### config.mk
export PLATFORM = sky130hd
export DESIGN_NAME = arbiter_wrr_grant_control
export DESIGN_NICKNAME = d
export VERILOG_FILES = /design/src/rtl/arbiter_wrr_grant_control_pkg.sv /design/src/rtl/arbiter_wrr_grant_control_rr_next_index_picker.sv /design/src/rtl/arbiter_wrr_grant_control.sv
export SDC_FILE = /design/constraint.sdc
export NUM_CORES = 1
export LEC_CHECK = 0
export CAP_MARGIN = 20
export CORE_AREA = 2 2 164 166
export CTS_BUF_LIST = sky130_fd_sc_hd__clkbuf_2
export CTS_CLUSTER_DIAMETER = 40
export CTS_CLUSTER_SIZE = 24
export DETAILED_ROUTE_END_ITERATION = 12
export DIE_AREA = 0 0 166 168
export GPL_TIMING_DRIVEN = 0
export PLACE_DENSITY = 0.59
export SLEW_MARGIN = 15
export SYNTH_ARGS = -nofsm -noshare
export SYNTH_HDL_FRONTEND = slang
export SYNTH_SLANG_ARGS = --single-unit
### constraint.sdc
create_clock -name ap_clk -period 7.5 [get_ports ap_clk]
set_clock_uncertainty 0.1 [all_clocks]
set_input_delay 1.125 -clock ap_clk [delete_from_list [all_inputs] [get_ports ap_clk]]
set_output_delay 1.125 -clock ap_clk [all_outputs]
set_load 0.02 [all_outputs]
### src/rtl/arbiter_wrr_grant_control_pkg.sv
// Shared types and helpers for the weighted round-robin grant scheduler.
// The optional per-requester beat counters are enabled by ARBITER_WRR_STATS_EN.
package arbiter_wrr_grant_control_pkg;

  localparam int unsigned ARBITER_WRR_STATS_WIDTH = 16;

  typedef logic [1:0] arbiter_wrr_state_t;

  localparam arbiter_wrr_state_t StIdle  = 2'd0;
  localparam arbiter_wrr_state_t StHold  = 2'd1;
  localparam arbiter_wrr_state_t StStall = 2'd2;

  // A zero weight still has to grant something, so it behaves as one pop.
  function automatic int unsigned weight_or_one(input int unsigned weight);
    return (weight == 0) ? 1 : weight;
  endfunction

endpackage

### src/rtl/arbiter_wrr_grant_control_rr_next_index_picker.sv
// Combinational round-robin picker: first requesting index strictly after the pointer,
// wrapping, with the pointer's own index considered last.
module arbiter_wrr_grant_control_rr_next_index_picker #(
  parameter int unsigned NUM_REQUESTOR = 4
) (
  input  logic [NUM_REQUESTOR-1:0]         req_i,
  input  logic [$clog2(NUM_REQUESTOR)-1:0] ptr_i,
  output logic [NUM_REQUESTOR-1:0]         onehot_o,
  output logic [$clog2(NUM_REQUESTOR)-1:0] idx_o,
  output logic                             found_o
);

  localparam int unsigned IdxW = $clog2(NUM_REQUESTOR);

  logic [IdxW-1:0] cand;

  always_comb begin
    onehot_o = '0;
    idx_o    = '0;
    found_o  = 1'b0;
    cand     = '0;
    for (int unsigned k = 1; k <= NUM_REQUESTOR; k++) begin
      cand = IdxW'((32'(ptr_i) + k) % NUM_REQUESTOR);
      if (!found_o && req_i[cand]) begin
        found_o        = 1'b1;
        idx_o          = cand;
        onehot_o[cand] = 1'b1;
      end
    end
  end

endmodule

### src/rtl/arbiter_wrr_grant_control.sv
// Weighted round-robin grant scheduler sharing one downstream FIFO among N requesters.
// Define ARBITER_WRR_STATS_EN to build the saturating per-requester beat counters.
module arbiter_wrr_grant_control
  import arbiter_wrr_grant_control_pkg::*;
#(
  parameter int unsigned NUM_REQUESTOR  = 4,
  parameter int unsigned BUS_WIDTH      = 64,
  parameter int unsigned WEIGHT_WIDTH   = 4,
  parameter int unsigned DEFAULT_WEIGHT = 1
) (
  input  logic                                               ap_clk,
  input  logic                                               areset,
  input  logic [NUM_REQUESTOR-1:0]                           arbiter_req,
  input  logic [NUM_REQUESTOR-1:0]                           arbiter_bus_valid,
  input  logic [NUM_REQUESTOR-1:0][BUS_WIDTH-1:0]            arbiter_bus_in,
  input  logic                                               downstream_prog_full,
  input  logic [NUM_REQUESTOR*WEIGHT_WIDTH-1:0]              cfg_weight_in,
  input  logic                                               cfg_weight_valid,
  output logic [NUM_REQUESTOR-1:0]                           arbiter_grant,
  output logic                                               arbiter_bus_out_valid,
  output logic [BUS_WIDTH-1:0]                               arbiter_bus_out,
  output logic                                               arbiter_idle_out,
  output logic [NUM_REQUESTOR*ARBITER_WRR_STATS_WIDTH-1:0]   arbiter_stats_out
);

  localparam int unsigned IdxW = $clog2(NUM_REQUESTOR);

  arbiter_wrr_state_t                         state_q, state_d;
  logic [IdxW-1:0]                            ptr_q, ptr_d;
  logic [WEIGHT_WIDTH-1:0]                    quota_q, quota_d;
  logic [NUM_REQUESTOR-1:0]                   grant_q, grant_d;
  logic [NUM_REQUESTOR-1:0]                   grant_d1_q;
  logic                                       out_valid_q, out_valid_d;
  logic [BUS_WIDTH-1:0]                       out_q, out_d;
  logic [NUM_REQUESTOR-1:0][WEIGHT_WIDTH-1:0] weights_q, weights_d;

  logic [NUM_REQUESTOR-1:0] pick_onehot;
  logic [IdxW-1:0]          pick_idx;
  logic                     pick_found;
  logic [WEIGHT_WIDTH-1:0]  pick_quota;
  logic                     owner_req, pop, take_pick, go_idle;

  // ptr_q always names the current owner once a grant has been issued.
  arbiter_wrr_grant_control_rr_next_index_picker #(
    .NUM_REQUESTOR (NUM_REQUESTOR)
  ) u_picker (
    .req_i    (arbiter_req),
    .ptr_i    (ptr_q),
    .onehot_o (pick_onehot),
    .idx_o    (pick_idx),
    .found_o  (pick_found)
  );

  always_comb begin
    owner_req  = arbiter_req[ptr_q];
    pop        = grant_q[ptr_q] & owner_req;
    pick_quota = WEIGHT_WIDTH'(weight_or_one(32'(weights_q[pick_idx])));
    state_d    = state_q;
    ptr_d      = ptr_q;
    quota_d    = quota_q;
    grant_d    = grant_q;
    take_pick  = 1'b0;
    go_idle    = 1'b0;
    case (state_q)
      StIdle: begin
        grant_d   = '0;
        take_pick = ~downstream_prog_full & pick_found;
      end
      StHold: begin
        if (downstream_prog_full) begin
          // The pop already issued this cycle still consumes quota.
          grant_d = '0;
          state_d = StStall;
          if (pop && quota_q != '0) quota_d = quota_q - 1'b1;
        end else if ((pop && quota_q == WEIGHT_WIDTH'(1)) || !owner_req) begin
          take_pick = pick_found;
          go_idle   = ~pick_found;
        end else if (pop && quota_q != '0) begin
          quota_d = quota_q - 1'b1;
        end
      end
      StStall: begin
        if (!downstream_prog_full) begin
          if (owner_req && quota_q != '0) begin
            grant_d = NUM_REQUESTOR'(1) << ptr_q;
            state_d = StHold;
          end else begin
            take_pick = pick_found;
            go_idle   = ~pick_found;
          end
        end
      end
      default: go_idle = 1'b1;
    endcase
    if (take_pick) begin
      grant_d = pick_onehot;
      ptr_d   = pick_idx;
      quota_d = pick_quota;
      state_d = StHold;
    end
    if (go_idle) begin
      grant_d = '0;
      state_d = StIdle;
    end
  end

  always_comb begin
    weights_d   = cfg_weight_valid ? cfg_weight_in : weights_q;
    out_valid_d = |(arbiter_bus_valid & grant_d1_q);
    out_d       = out_q;
    for (int unsigned i = 0; i < NUM_REQUESTOR; i++) begin
      if (grant_d1_q[i]) out_d = arbiter_bus_in[i];
    end
  end

  always_ff @(posedge ap_clk) begin
    if (areset) begin
      state_q     <= StIdle;
      ptr_q       <= IdxW'(NUM_REQUESTOR - 1);
      quota_q     <= '0;
      grant_q     <= '0;
      grant_d1_q  <= '0;
      out_valid_q <= 1'b0;
      out_q       <= '0;
      weights_q   <= {NUM_REQUESTOR{WEIGHT_WIDTH'(DEFAULT_WEIGHT)}};
    end else begin
      state_q     <= state_d;
      ptr_q       <= ptr_d;
      quota_q     <= quota_d;
      grant_q     <= grant_d;
      grant_d1_q  <= grant_q;
      out_valid_q <= out_valid_d;
      out_q       <= out_d;
      weights_q   <= weights_d;
    end
  end

  assign arbiter_grant         = grant_q;
  assign arbiter_bus_out_valid = out_valid_q;
  assign arbiter_bus_out       = out_q;
  assign arbiter_idle_out      = (state_q == StIdle) & ~|grant_d1_q & ~out_valid_q;

`ifdef ARBITER_WRR_STATS_EN
  logic [NUM_REQUESTOR-1:0][ARBITER_WRR_STATS_WIDTH-1:0] stats_q, stats_d;

  always_comb begin
    stats_d = stats_q;
    for (int unsigned i = 0; i < NUM_REQUESTOR; i++) begin
      if (grant_d1_q[i] && arbiter_bus_valid[i] && stats_q[i] != '1) begin
        stats_d[i] = stats_q[i] + 1'b1;
      end
    end
  end

  always_ff @(posedge ap_clk) begin
    if (areset) stats_q <= '0;
    else        stats_q <= stats_d;
  end

  assign arbiter_stats_out = stats_q;
`else
  assign arbiter_stats_out = '0;
`endif

endmodule

==> summary.txt <==
Yosys
  – XOR/XNOR Fraction of Synth Area: 0.398%
  – Number of synthesized flops with an enable pin: 0
  – Synth Area in Adders: approximately 2.1%
  – Synth Warn #: 0
  – Post-synth top area share: 29.4%
  – Post-Synthesis Cells: slightly below 900
  – Post-synthesis async set-or-reset flop share: 0%
  – Largest family of logic cells by synthesized area: compound AO/OA/AOI/OAI gates
  – Top post-synthesis cells by area: dfxtp_1 (29%), mux2i_1 (13%), nor2_1 (8.8%)
  – Commonest register cell after synthesis: dfxtp_1
  – Sequential share of the synthesized area: around 29%
  – Compound-Gate Fraction of Synth Area: approximately a quarter
  – Cell Area, Synth: around 0.0066 mm²
  – Post-Synth Simple-Gate Area: about 17%
  – Post-synth top area cell: dfxtp_1
  – Synth cell types: 54
  – Syn Area/Cell: ~7.6 µm²
  – Mux contribution to synthesized area: approximately 15%
  – Flops & latches, synth: 97

Die
  – Chip width: 166 µm
  – Starting Density: around a quarter
  – I/O pin count: approximately 420
  – Core Box Area: roughly 0.026 mm²
  – Row Count: 60
  – Die Area: 0.0279 mm²
  – Die Y: approximately 170 µm

Critical path
  – CP endpoint kind: output port
  – Slowest cell on the critical path: clkdlybuf4s50_1
  – R2R setup slack: 3.79 ns
  – CP arrival: between 2 and 3 ns
  – Startpoint class of the critical path: flop
  – CP Data Required Time: roughly 6.3 ns
  – Critical path fanouts, max: 10
  – Crit-path cells: or4_1 > clkbuf_1 > nor4_1 > clkdlybuf4s50_1
  – R2R cell count: 11
  – CP Class: reg -> out
  – Slowest stage delay, CP: 0.68 ns

Global route
  – Largest net degree at the start of global routing: 17
  – Initial antenna violation count: 4
  – Vias in the first global route: 7358
  – First-pass GRT wire length: ~43000 µm
  – GRT Total Usage: slightly below 20%
  – Grt total ovfl: 0

Clocking
  – CTS root buf: clkbuf_2
  – Hold Buf Count CTS: 0
  – Worst skew pair latency: about 0.61 ns
  – Post CTS Setup Buffer Count: 0
  – TritonCTS clock tree: yes
  – H-tree depth: 3
  – Clock Path Buffers: 2
  – CTS Sinks: 97
  – Post-CTS resize count: 0
  – Reg clk slew, reported paths: ~0.25 ns
  – Num CTS Buffers: 9

Drt
  – Max Used Layer: met5
  – Vias: between 7000 and 8000
  – Wire per inst: 17.4 µm
  – WL met2: 14400 µm
  – DRC Markers: 0
  – Initial DRC count: approximately 340
  – Post-Route WL: 28600 µm
  – Drt first pass iters: 6
  – Post-DR vias/cell: 4.54
  – Routed wl met3: 1810 µm
  – DRT met1 WL: approximately 12000 µm
  – DRT antenna net count: 0

STA
  – Final Hold Viols: 0
  – Tmin final: 4.11 ns
  – Worst Hold Margin: approximately 0.42 ns
  – Final Setup Violations: 0
  – Tightest Pin Transition: between 0.9 and 1 ns
  – Setup TNS: 0 ns
  – Setup slack after layout: approximately 3.4 ns
  – Max Slew Vio Count: 0
  – Max frequency: between 200 and 250 MHz
  – Slew headroom: approximately two fifths
  – Unrepaired setup endpoints after global routing: no
  – Final worst path period share: between 50 and 60%

Cells and area
  – Layout cells sized above 1: just over 8%
  – Synth-to-layout area growth: 64.8%
  – Final Cell Area: 0.0109 mm²
  – Final core utilization: 41.3%
  – Final non-filler cell total: between 1500 and 2000
  – Filler cells: 2745
  – Layout Nets: 1591

Run status
  – Status: completed

Power and ir drop
  – PnR Total Power: 2.01 mW
  – LEAKAGE: roughly 4 nW
  – PwrDens: 185 mW/mm²
  – VDD IR max: between 0.09 and 0.1 mV

Placed design
  – IO Port Bufs: around 350
  – HPWL Detailed: 22900 µm
  – GPL Wtd Cong: 0.864
  – Placed Cells: approximately 1600
  – Pre-CTS WS: around 3.5 ns
  – Post-DP Area: about 0.011 mm²

Hold path
  – Class of the tightest hold or removal check: reg -> reg
  – Hold Crit Depth: 1

Flow run
  – MaxCap Viol Count: 0
## layout by cell type (no fill, tap or decap), types with 7 or more instances in the layout
cell	netlist	layout
o21ai_0	79	79
o211ai_1	66	66
ha_1	11	11
mux2i_1	83	83
conb_1	1	64
dfxtp_1	97	97
nor2b_1	9	9
inv_1	9	9
a21oi_1	74	74
nand2_1	83	83
clkdlybuf4s50_1	0	351
buf_1	9	9
nor2_1	155	155
a22oi_1	7	7
buf_4	65	65
a211o_1	7	7
clkbuf_2	0	10
clkbuf_1	53	53
## power breakdown
part	internal, mW	switching [mW]	leakage (nW)	total [mW]
sequential	0.614	0.0545	0.798	0.669
clock	0.0459	0.192	0.0599	0.238
combinational	0.513	0.591	3.22	1.10
## synth_stat cells (all sizes together), types with 2 or more instances
cell type	n
a22oi	7
a211o	7
nor2	156
o22ai	4
nor2b	10
ha	11
o21ai	79
or3	3
a21oi	75
nor4	3
mux4	5
o211ai	66
a221oi	3
a21o	2
mux2i	84
buf	82
nor3	4
a311oi	3
nand2	83
xnor2	3
inv	9
dfxtp	97
clkbuf	53
## sequential cells by signal, indices dropped and copies added (netlist names)
signal,count
arbiter_bus_out,64
arbiter_bus_out_valid,1
arbiter_grant,4
grant_d1_q,4
ptr_q,2
quota_q,4
state_q,2
weights_q,16
## metal layers
| metal | track usage, % | vias to the layer above |
|---|---|---|
| li1 | - | 3775 |
| met1 | 23.6 | 3428 |
| met2 | 35.1 | 236 |
| met3 | 5.57 | 24 |
| met4 | 4.46 | 2 |
| met5 | 0 | - |
## critical path: cells and delay by family, from the launching register on
kind | cells | cell delay (ns)
buffers and inverters | 2 | 0.97
DFF | 1 | 0.38
and+or+nand+nor | 2 | 0.94
## final cells by class
cell class              count  area (µm²)  area share, %
diodes                      3        7.51         0.0690
plain buffers             135         786           7.22
clock buffers              10        50.0          0.460
clock inverters             6        42.5          0.391
inverters                   9        33.8          0.311
multi-input cells         693        4080           37.5
flip-flops and latches     97        1940           17.8
well taps                 341         427           3.92
repair buffers            351        3510           32.3
## path summary, 6_finish.rpt
| check | start | to |
|---|---|---|
| setup / recovery | grant_d1_q[1]$_SDFF_PP0_ | arbiter_idle_out |
| hold / removal | arbiter_grant[0]$_SDFFE_PP0P_ | grant_d1_q[0]$_SDFF_PP0_ |
| setup reg to reg | ptr_q[0]$_SDFFE_PP1N_ | quota_q[0]$_SDFFE_PP0P_ |
| hold reg to reg | arbiter_grant[0]$_SDFFE_PP0P_ | grant_d1_q[0]$_SDFF_PP0_ |
## cells by family (layout without fill, tap and decap cells)
logic type               count (synthesis)  in the layout
AO/OA/AOI/OAI                          258            258
XOR/XNOR                                 3              3
adder cells (fa/ha/maj)                 11             11
buffers and inverters                  144            511
flip-flops                              97             97
multiplexers                            90             90
other                                    1             67
AND/OR/NAND/NOR                        267            267
No activity file was read; power rests on OpenSTA's default activity.
